### src/rtl/dbg_pkg.sv
// Shared debug definitions: command codes, response bytes and the bridge FSM
// state encoding. Also used by the core-side debug module.
package dbg_pkg;

  localparam int unsigned CMD_W  = 3;
  localparam int unsigned ADDR_W = 5;
  localparam int unsigned DATA_W = 32;
  localparam int unsigned BYTE_W = 8;

  localparam logic [CMD_W-1:0] CMD_HALT       = 3'd1;
  localparam logic [CMD_W-1:0] CMD_RESUME     = 3'd2;
  localparam logic [CMD_W-1:0] CMD_READ_REG   = 3'd3;
  localparam logic [CMD_W-1:0] CMD_WRITE_REG  = 3'd4;
  localparam logic [CMD_W-1:0] CMD_RESET_CORE = 3'd5;

  localparam logic [BYTE_W-1:0] RESP_ACK = 8'hAA;
  localparam logic [BYTE_W-1:0] RESP_ERR = 8'hEE;

  typedef enum logic [2:0] {
    IDLE,
    GET_ADDR,
    GET_DATA,
    ISSUE,
    WAIT_DONE,
    SEND
  } state_t;

  // True when a raw host byte encodes one of the five defined commands.
  function automatic logic is_cmd(input logic [BYTE_W-1:0] b);
    logic [CMD_W-1:0] c;
    c = b[CMD_W-1:0];
    return (b[BYTE_W-1:CMD_W] == 5'd0) &&
           ((c == CMD_HALT) || (c == CMD_RESUME) || (c == CMD_READ_REG) ||
            (c == CMD_WRITE_REG) || (c == CMD_RESET_CORE));
  endfunction

endpackage

### src/rtl/dbg_host_bridge_if.sv
// Bus bundle of the debug host bridge: host byte stream in (rx), response
// byte stream out (tx) and the request/completion channel to the core debug
// module. The bridge uses the slave modport; the host/core side uses master.
interface dbg_host_bridge_if;
  import dbg_pkg::*;

  logic [BYTE_W-1:0] rx_data_i;
  logic              rx_valid_i;
  logic              rx_ready_o;
  logic [BYTE_W-1:0] tx_data_o;
  logic              tx_valid_o;
  logic              tx_ready_i;
  logic              dbg_valid_o;
  logic              dbg_ready_i;
  logic [CMD_W-1:0]  dbg_cmd_o;
  logic [ADDR_W-1:0] dbg_addr_o;
  logic [DATA_W-1:0] dbg_wdata_o;
  logic              dbg_done_i;
  logic [DATA_W-1:0] dbg_rdata_i;

  modport slave (
    input  rx_data_i, rx_valid_i, tx_ready_i, dbg_ready_i, dbg_done_i, dbg_rdata_i,
    output rx_ready_o, tx_data_o, tx_valid_o, dbg_valid_o, dbg_cmd_o, dbg_addr_o,
           dbg_wdata_o
  );

  modport master (
    output rx_data_i, rx_valid_i, tx_ready_i, dbg_ready_i, dbg_done_i, dbg_rdata_i,
    input  rx_ready_o, tx_data_o, tx_valid_o, dbg_valid_o, dbg_cmd_o, dbg_addr_o,
           dbg_wdata_o
  );

endinterface

### src/rtl/dbg_host_bridge.sv
// Debug host bridge: parses host command bytes, issues one request to the core
// debug module, waits (bounded by TIMEOUT_CYC) for completion and serializes
// the response bytes back to the host.
// Ports: clk, rstn_i (async active-low), bus (dbg_host_bridge_if.slave).
module dbg_host_bridge
  import dbg_pkg::*;
#(
  parameter int unsigned TIMEOUT_CYC = 1024
) (
  input  logic             clk,
  input  logic             rstn_i,
  dbg_host_bridge_if.slave bus
);

  localparam int unsigned CNT_W = $clog2(TIMEOUT_CYC) + 1;
  localparam logic [CNT_W-1:0] CNT_LAST = CNT_W'(TIMEOUT_CYC - 1);

  state_t state_q, state_d;

  logic              rx_ready_q, rx_ready_d;
  logic              tx_valid_q, tx_valid_d;
  logic [BYTE_W-1:0] tx_data_q, tx_data_d;
  logic              dbg_valid_q, dbg_valid_d;
  logic [CMD_W-1:0]  cmd_q, cmd_d;
  logic [ADDR_W-1:0] addr_q, addr_d;
  logic [DATA_W-1:0] wdata_q, wdata_d;
  logic [DATA_W-1:0] resp_q, resp_d;
  logic [1:0]        byte_cnt_q, byte_cnt_d;  // rx data byte or tx response byte index
  logic [1:0]        last_q, last_d;          // index of final response byte
  logic [CNT_W-1:0]  tmo_q, tmo_d;

  logic rx_fire;
  logic tx_fire;

  assign rx_fire = rx_ready_q & bus.rx_valid_i;
  assign tx_fire = tx_valid_q & bus.tx_ready_i;

  // State register
  always_ff @(posedge clk or negedge rstn_i) begin
    if (!rstn_i) state_q <= IDLE;
    else         state_q <= state_d;
  end

  // Next state, datapath and registered-output next values
  always_comb begin
    state_d     = state_q;
    cmd_d       = cmd_q;
    addr_d      = addr_q;
    wdata_d     = wdata_q;
    resp_d      = resp_q;
    byte_cnt_d  = byte_cnt_q;
    last_d      = last_q;
    tmo_d       = tmo_q;
    tx_data_d   = tx_data_q;

    case (state_q)
      IDLE: begin
        if (rx_fire) begin
          byte_cnt_d = 2'd0;
          if (is_cmd(bus.rx_data_i)) begin
            cmd_d = bus.rx_data_i[CMD_W-1:0];
            if ((bus.rx_data_i[CMD_W-1:0] == CMD_READ_REG) ||
                (bus.rx_data_i[CMD_W-1:0] == CMD_WRITE_REG)) state_d = GET_ADDR;
            else                                             state_d = ISSUE;
          end else begin
            resp_d  = {24'd0, RESP_ERR};
            last_d  = 2'd0;
            state_d = SEND;
          end
        end
      end
      GET_ADDR: begin
        if (rx_fire) begin
          addr_d     = bus.rx_data_i[ADDR_W-1:0];
          byte_cnt_d = 2'd0;
          state_d    = (cmd_q == CMD_WRITE_REG) ? GET_DATA : ISSUE;
        end
      end
      GET_DATA: begin
        // Little-endian assembly: first byte lands in bits [7:0]
        if (rx_fire) begin
          wdata_d[{byte_cnt_q, 3'b000} +: 8] = bus.rx_data_i;
          byte_cnt_d = byte_cnt_q + 2'd1;
          if (byte_cnt_q == 2'd3) state_d = ISSUE;
        end
      end
      ISSUE: begin
        if (bus.dbg_ready_i) begin
          tmo_d   = '0;
          state_d = WAIT_DONE;
        end
      end
      WAIT_DONE: begin
        // Completion is checked first so a done on the last timeout cycle wins
        if (bus.dbg_done_i) begin
          byte_cnt_d = 2'd0;
          state_d    = SEND;
          if (cmd_q == CMD_READ_REG) begin
            resp_d = bus.dbg_rdata_i;
            last_d = 2'd3;
          end else begin
            resp_d = {24'd0, RESP_ACK};
            last_d = 2'd0;
          end
        end else if (tmo_q == CNT_LAST) begin
          byte_cnt_d = 2'd0;
          resp_d     = {24'd0, RESP_ERR};
          last_d     = 2'd0;
          state_d    = SEND;
        end else begin
          tmo_d = tmo_q + CNT_W'(1);
        end
      end
      SEND: begin
        if (tx_fire) begin
          if (byte_cnt_q == last_q) state_d = IDLE;
          else                      byte_cnt_d = byte_cnt_q + 2'd1;
        end
      end
      default: state_d = IDLE;
    endcase

    rx_ready_d  = (state_d == IDLE) || (state_d == GET_ADDR) || (state_d == GET_DATA);
    dbg_valid_d = (state_d == ISSUE);
    tx_valid_d  = (state_d == SEND);
    // Inline response serializer: present the byte selected by the next index
    if (state_d == SEND) tx_data_d = resp_d[{byte_cnt_d, 3'b000} +: 8];
  end

  // Datapath and output registers
  always_ff @(posedge clk or negedge rstn_i) begin
    if (!rstn_i) begin
      rx_ready_q  <= 1'b0;
      tx_valid_q  <= 1'b0;
      tx_data_q   <= '0;
      dbg_valid_q <= 1'b0;
      cmd_q       <= '0;
      addr_q      <= '0;
      wdata_q     <= '0;
      resp_q      <= '0;
      byte_cnt_q  <= '0;
      last_q      <= '0;
      tmo_q       <= '0;
    end else begin
      rx_ready_q  <= rx_ready_d;
      tx_valid_q  <= tx_valid_d;
      tx_data_q   <= tx_data_d;
      dbg_valid_q <= dbg_valid_d;
      cmd_q       <= cmd_d;
      addr_q      <= addr_d;
      wdata_q     <= wdata_d;
      resp_q      <= resp_d;
      byte_cnt_q  <= byte_cnt_d;
      last_q      <= last_d;
      tmo_q       <= tmo_d;
    end
  end

  assign bus.rx_ready_o  = rx_ready_q;
  assign bus.tx_valid_o  = tx_valid_q;
  assign bus.tx_data_o   = tx_data_q;
  assign bus.dbg_valid_o = dbg_valid_q;
  assign bus.dbg_cmd_o   = cmd_q;
  assign bus.dbg_addr_o  = addr_q;
  assign bus.dbg_wdata_o = wdata_q;

endmodule

### src/flat_wrapper.sv
// flat-port wrapper written by rule: the top's interface ports become plain ports
module dbg_host_bridge_flat import dbg_pkg::*;
#(
  parameter int unsigned TIMEOUT_CYC = 1024
)
  (clk, rstn_i, bus_rx_data_i, bus_rx_valid_i, bus_tx_ready_i, bus_dbg_ready_i, bus_dbg_done_i, bus_dbg_rdata_i, bus_rx_ready_o, bus_tx_data_o, bus_tx_valid_o, bus_dbg_valid_o, bus_dbg_cmd_o, bus_dbg_addr_o, bus_dbg_wdata_o);
  dbg_host_bridge_if bus_i ();
  input  logic clk;
  input  logic rstn_i;
  input wire logic [$bits(bus_i.rx_data_i)-1:0] bus_rx_data_i;
  input wire logic [$bits(bus_i.rx_valid_i)-1:0] bus_rx_valid_i;
  input wire logic [$bits(bus_i.tx_ready_i)-1:0] bus_tx_ready_i;
  input wire logic [$bits(bus_i.dbg_ready_i)-1:0] bus_dbg_ready_i;
  input wire logic [$bits(bus_i.dbg_done_i)-1:0] bus_dbg_done_i;
  input wire logic [$bits(bus_i.dbg_rdata_i)-1:0] bus_dbg_rdata_i;
  output wire logic [$bits(bus_i.rx_ready_o)-1:0] bus_rx_ready_o;
  output wire logic [$bits(bus_i.tx_data_o)-1:0] bus_tx_data_o;
  output wire logic [$bits(bus_i.tx_valid_o)-1:0] bus_tx_valid_o;
  output wire logic [$bits(bus_i.dbg_valid_o)-1:0] bus_dbg_valid_o;
  output wire logic [$bits(bus_i.dbg_cmd_o)-1:0] bus_dbg_cmd_o;
  output wire logic [$bits(bus_i.dbg_addr_o)-1:0] bus_dbg_addr_o;
  output wire logic [$bits(bus_i.dbg_wdata_o)-1:0] bus_dbg_wdata_o;
  assign bus_i.rx_data_i = bus_rx_data_i;
  assign bus_i.rx_valid_i = bus_rx_valid_i;
  assign bus_i.tx_ready_i = bus_tx_ready_i;
  assign bus_i.dbg_ready_i = bus_dbg_ready_i;
  assign bus_i.dbg_done_i = bus_dbg_done_i;
  assign bus_i.dbg_rdata_i = bus_dbg_rdata_i;
  assign bus_rx_ready_o = bus_i.rx_ready_o;
  assign bus_tx_data_o = bus_i.tx_data_o;
  assign bus_tx_valid_o = bus_i.tx_valid_o;
  assign bus_dbg_valid_o = bus_i.dbg_valid_o;
  assign bus_dbg_cmd_o = bus_i.dbg_cmd_o;
  assign bus_dbg_addr_o = bus_i.dbg_addr_o;
  assign bus_dbg_wdata_o = bus_i.dbg_wdata_o;
  dbg_host_bridge #(.TIMEOUT_CYC(TIMEOUT_CYC)) u_core (.clk(clk), .rstn_i(rstn_i), .bus(bus_i));
endmodule
### config.mk
export PLATFORM = sky130hd
export DESIGN_NAME = dbg_host_bridge_flat
export DESIGN_NICKNAME = d
export VERILOG_FILES = /design/src/rtl/dbg_pkg.sv /design/src/rtl/dbg_host_bridge_if.sv /design/src/rtl/dbg_host_bridge.sv /design/src/flat_wrapper.sv
export SDC_FILE = /design/constraint.sdc
export NUM_CORES = 1
export LEC_CHECK = 0
export ABC_AREA = 1
export CAP_MARGIN = 40
export CORE_ASPECT_RATIO = 1.1
export CORE_MARGIN = 1.5
export CORE_UTILIZATION = 30
export CTS_CLUSTER_DIAMETER = 50
export DETAILED_ROUTE_END_ITERATION = 12
export PLACE_DENSITY = 0.55
export SKIP_CTS_REPAIR_TIMING = 1
export SLEW_MARGIN = 20
export SYNTH_ARGS = -nofsm -noshare
export SYNTH_HDL_FRONTEND = slang
export SYNTH_SLANG_ARGS = --single-unit
### constraint.sdc
create_clock -name clk -period 3.2 [get_ports clk]
set_input_delay 0.64 -clock clk [delete_from_list [all_inputs] [get_ports clk]]
set_output_delay 0.64 -clock clk [all_outputs]
set_load 0.01 [all_outputs]
==> out/results.ini, run 1 <==
[setup_path]
r2r_cells=11
reg2reg_to=u_core.bus.tx_data_o[7]
cp_slowest_cell=clkdlybuf4s50_1
timing.rr.start=u_core.tmo_q[0]
cp_slowest_stage_delay_ns=0.62
worstSetupStartpointType=primary input
path_cells=clkdlybuf4s50_1 > inv_1 > nand2_1 > nand2_1 > nand2_1 > nand2_1 > nand2_2 > buf_4 > nand3_1 > nand2_1 > nand2_1 > nand2_1 > nand2_1 > nand2_1 > nand2_1 > nand2_1
cp_max_fo=20
cp_common_cell=nand2_1
arrival_ns=2.71
crit_start=bus_rx_data_i[1]
worstPathRequired_ns=3.49
critPathCaptureType=register
r2r_setup_slack_ns=0.85
crit_type=in -> reg

[power]
power.density_mw_per_mm2=746
p_leak_uw=0.00322
ir_drop_mv=0.289

[die]
die-area_mm2=0.0181
fp.dieW_um=128
core_mm2=0.0170
die_height_um=141
ios=97
initial_utilization_pct=30.6
rows=50

[logic_synthesis]
synth-edff-count=0
async_reset_ff_share_pct=100
synth_cells=635
yosys.cell_types.count=40
avgSynthCellArea_um2=8.18
syn_nets=689
yosysWarnings=0
seq_area_frac_synth_pct=48.2
synthesis.area_mm2=0.00519
synth-seq-cells=100
synth_top_flop_cell=dfrtp_1

[clock_tree]
cts-root-buf=clkbuf_16
cts_num_sinks=100
cts_tree=done
clkLatencyLatePin_ns=0.35
cts_htree_levels=3
clk_pin_slew_ns=0.07
clock_path_buffers=2
cts_buffers=9

[layout]
final_layout_size_suffix_gt1_share_pct=11.4
diodes=0
fillCellCount=1774
final_common_cell=nand2_1
area_growth_pct=27.7
mostFrequentLayoutCells=215 x nand2_1, 100 x dfrtp_1, 95 x clkdlybuf4s50_1
nNetsFinal=779

[drt]
drt.antenna.violating_nets=0
vias=4491
drc=0
first_pass_iters=5
finalWirelength_um=14000
via_per_inst=4.66
routedWlPerCell_um=14.5
drt_iter0_markers=297

[sta]
tightest_slew_ns=0.715
relSlewSlack_pct=52.3
slew_violations=0
fin_crit_ns=2.42
fmax_ghz=0.413
clock_skew_ns=0.00655
layout_worst_path_cycle_share_pct=75.7
hold-worst-slack_ns=0.331
rsz0062_at_grt=no
hold_violations=0
final.setup.tns_ns=0
setup_viol=0

[placement]
globalplace.congestion=0.841
hpwl_um=10300
port_buffers=96

[grt]
grt_pass1_vias=4599
antenna_found_initial=0
grt_max_degree=55
grt_pass1_wl_um=23100
grt_usage_pct=16.2
overflow=0

[status]
outcome=completed

[job]
drv_cap=0

[hold_path]
hp-class=in -> async

[power by group]
group	switching, uW	internal [uW]	leakage (uW)
Combinational	1250	766	0.00173
Sequential	219	1540	0.00133
Clock	473	706	0.000153
Total	1940	3010	0.00322
[layer usage]
| layer | vias to the layer above | wire (um) | global-route usage, % |
|---|---|---|---|
| li1 | 2234 | - | - |
| met1 | 2136 | 6290 | 20.5 |
| met2 | 107 | 6980 | 28.2 |
| met3 | 14 | 497 | 2.39 |
| met4 | 0 | 211 | 5.56 |
| met5 | - | 0 | 0 |
[cell families after synthesis]
group / count (synthesis) / share of synthesized area [%]
AND/OR/NAND/NOR: 383 / 34.0
flip-flops: 100 / 48.2
AO/OA/AOI/OAI: 73 / 8.09
buffers and inverters: 66 / 6.79
adder cells (fa/ha/maj): 8 / 1.93
multiplexers: 3 / 0.650
XOR/XNOR: 2 / 0.337
[how the worst max path moves through the flow]
| stage | to | slack [ns] |
|---|---|---|
| after floorplan | u_core.bus.tx_data_o[3] | 1.19 |
| after global placement | u_core.bus.tx_data_o[4] | 0.48 |
| after detailed placement | u_core.bus.tx_data_o[4] | 0.47 |
| after CTS | u_core.bus.tx_data_o[7] | 0.82 |
| after global routing | u_core.bus.dbg_wdata_o[14] | 0.55 |
| final | u_core.bus.tx_data_o[4] | 0.78 |
[Yosys cell counts, drive strengths merged, types with 2 or more instances]
master	number	area, um2
o21ai	43	226
or2	4	25.0
inv	42	160
a21oi	21	120
buf	18	170
ha	8	100
nand2	246	1020
o21a	5	37.5
clkbuf	5	18.8
mux2	3	33.8
nand4	18	113
nand3	52	285
dfrtp	100	2500
xor2	2	17.5
nor3	12	71.3
nor2	49	238
o41ai	2	17.5
[worst max-delay path, delay by kind of cell]
| kind | cells | cell delay (ns) |
|---|---|---|
| buffers and inverters | 3 | 1.05 |
| and+or+nand+nor | 13 | 1.01 |
[through the flow]
step                util, %  worst slack [ns]  instance area [um2]  power (uW)  cells
global placement       37.2             0.478                 6310        3760    947
detailed placement     37.2             0.467                 6310        3790    947
finish                 39.1             0.777                 6630        4950    964
CTS                    39.1             0.816                 6630        4990    963
floorplan                 -              1.19                 5190        3080    635
global route           39.1             0.553                 6630        5320    964
[cell type report]
class                           instances  area, um2  share of cell area (%)
Sequential cell                       100       2500                    37.7
Clock inverter                          4       72.6                    1.09
Multi-Input combinational cell        469       2340                    35.3
Timing Repair Buffer                  102       1010                    15.3
Tap cell                              234        293                    4.42
Clock buffer                           12        246                    3.72
Inverter                               43        164                    2.47
[registers in the layout, summed over array words and instances, names as in the netlist, 2 cells and up]
signal                  cells
u_core.bus.dbg_wdata_o     32
u_core.bus.dbg_cmd_o        3
u_core.state_q              3
u_core.tmo_q               11
u_core.byte_cnt_q           2
u_core.resp_q              32
u_core.bus.tx_data_o        8
u_core.bus.dbg_addr_o       5
No activity file was read; power rests on OpenSTA's default activity.
==> inputs of run 2 (changes only) <==
- PLACE_DENSITY: 0.55 -> 0.57
- clock period: 3.2 -> 2.2 ns (I/O delays scaled with it)
==> out/results.ini, run 2 (synthesis results as in run 1) <==
[layout]
final_layout_size_suffix_gt1_share_pct=16.7  ; was 11.4%
mostFrequentLayoutCells=214 x nand2_1, 100 x dfrtp_1, 95 x clkdlybuf4s50_1  ; was 215 x nand2_1, 100 x dfrtp_1, 95 x clkdlybuf4s50_1
fillCellCount=1737  ; was 1774
diodes=0  ; unchanged
nNetsFinal=823  ; was 779
fin_area_mm2=0.00707  ; was 0.00663 mm2
fin_util_pct=41.7  ; was 39.1%
layoutNonFillerInstCount=1007  ; was 964
final_common_cell=nand2_1  ; unchanged
area_growth_pct=36.1  ; was 27.7%

[die]
die_height_um=141  ; unchanged
initial_utilization_pct=30.6  ; unchanged
rows=50  ; unchanged
fp.dieW_um=128  ; unchanged
die-area_mm2=0.0181  ; unchanged
ios=97  ; unchanged
core_mm2=0.0170  ; unchanged

[grt]
overflow=0  ; unchanged
grt_pass1_vias=4444  ; was 4599
grt_usage_pct=15.9  ; was 16.2%
grt_max_degree=46  ; was 55
antenna_found_initial=0  ; unchanged
grt_pass1_wl_um=22500  ; was 23100 um

[setup_path]
crit_start=u_core.byte_cnt_q[0]  ; was bus_rx_data_i[1]
r2r_setup_slack_ns=0.19  ; was 0.85 ns
worstPathRequired_ns=2.48  ; was 3.49 ns
r2r_cells=6  ; was 11
timing.rr.start=u_core.byte_cnt_q[0]  ; was u_core.tmo_q[0]
cp_max_fo=8  ; was 20
critPathCaptureType=register  ; unchanged
crit_type=reg -> reg  ; was in -> reg
reg2reg_to=u_core.bus.dbg_wdata_o[18]  ; was u_core.bus.tx_data_o[7]
arrival_ns=2.29  ; was 2.71 ns
worstSetupStartpointType=register  ; was primary input

[hold_path]
min_to=u_core.bus.tx_data_o[6]
hold-path-cell-count=2
min_from=u_core.bus.tx_data_o[6]
hp-class=reg -> reg  ; was in -> async

[sta]
layout_worst_path_cycle_share_pct=91.4
tightest_slew_ns=0.461  ; was 0.715 ns
hold_violations=0  ; unchanged
clock_skew_ns=0.00759  ; was 0.00655 ns
hold-worst-slack_ns=0.480  ; was 0.331 ns
rsz0062_at_grt=no  ; unchanged
setup_viol=0  ; unchanged
relSlewSlack_pct=69.2  ; was 52.3%
fin_crit_ns=2.01
fmax_ghz=0.498
slew_violations=0  ; unchanged

[clock_tree]
cts_num_sinks=100  ; unchanged
cts_tree=done  ; unchanged
clkLatencyLatePin_ns=0.35  ; about the same
cts_buffers=9  ; unchanged
cts-root-buf=clkbuf_16  ; unchanged
clk_pin_slew_ns=0.07  ; about the same
clock_path_buffers=2  ; unchanged
cts_htree_levels=3  ; unchanged

[drt]
first_pass_iters=6  ; was 5
vias=4544  ; was 4491
drt_iter0_markers=290  ; was 297
via_per_inst=4.51  ; was 4.66
drc=0  ; unchanged
routedWlPerCell_um=13.3  ; was 14.5 um
drt.antenna.violating_nets=0  ; unchanged
finalWirelength_um=13400  ; was 14000 um

[power]
p_leak_uw=0.00347  ; was 0.00322 uW
power.density_mw_per_mm2=1070  ; was 746 mW/mm2
power.total_uw=7540  ; was 4950 uW
ir_drop_mv=0.465  ; was 0.289 mV

[placement]
hpwl_um=10400  ; was 10300 um
port_buffers=96  ; unchanged
placed_cell_area_mm2=0.00670  ; was 0.00631 mm2
dp_cells=990  ; was 947
globalplace.congestion=0.801  ; was 0.841

[job]
drv_cap=0  ; unchanged

[status]
outcome=completed  ; unchanged

-- run 2: through the flow --
| stage | setup WS, ns | TNS [ns] |
|---|---|---|
| after CTS | 0.0921 | 0 |
| after global placement | -0.211 | -1.72 |
| after floorplan | 0.212 | 0 |
| final | 0.190 | 0 |
| after detailed placement | -0.260 | -2.18 |
| after global routing | 0.00241 | 0 |
-- run 2: how the worst max path moves through the flow --
stage	cells after the start	end	slack (ns)
3_3_place_gp	13	u_core.bus.tx_data_o[4]	-0.21
4_1_cts	13	u_core.bus.tx_data_o[7]	0.09
5_1_grt	6	u_core.bus.dbg_wdata_o[22]	0.002
3_5_place_dp	13	u_core.bus.tx_data_o[7]	-0.26
6_report	6	u_core.bus.dbg_wdata_o[18]	0.19
2_1_floorplan	7	u_core.bus.dbg_wdata_o[0]	0.21
-- run 2: worst max-delay path, stage by stage, from the launching register on --
cell and delay [ns]:
dfrtp_1 0.53, inv_1 0.17, ha_1 0.41, inv_1 0.14, nor2_1 0.39, nand3_1 0.14, a21oi_1 0.17
-- run 2: layout make-up --
cell class | instances | area, um2 | area share [%]
Inverter | 43 | 164 | 2.32
Tap cell | 234 | 293 | 4.14
Timing Repair Buffer | 146 | 1440 | 20.3
Clock buffer | 11 | 253 | 3.58
Clock inverter | 4 | 72.6 | 1.03
Sequential cell | 100 | 2500 | 35.4
Multi-Input combinational cell | 469 | 2350 | 33.2
-- run 2: report_power, final --
| part | internal [uW] | leakage (uW) | switching, uW |
|---|---|---|---|
| clock network | 1050 | 0.000158 | 683 |
| registers | 2240 | 0.00133 | 291 |
| logic | 1410 | 0.00198 | 1860 |
-- run 2: per-layer routing --
| metal | vias to the layer above | share of wire (%) | GRT usage, % |
|---|---|---|---|
| met5 | - | 0 | 0 |
| met3 | 16 | 4.2 | 2.92 |
| met4 | 0 | 1.6 | 5.32 |
| met1 | 2118 | 45 | 20.5 |
| li1 | 2321 | - | - |
| met2 | 89 | 49 | 26.7 |
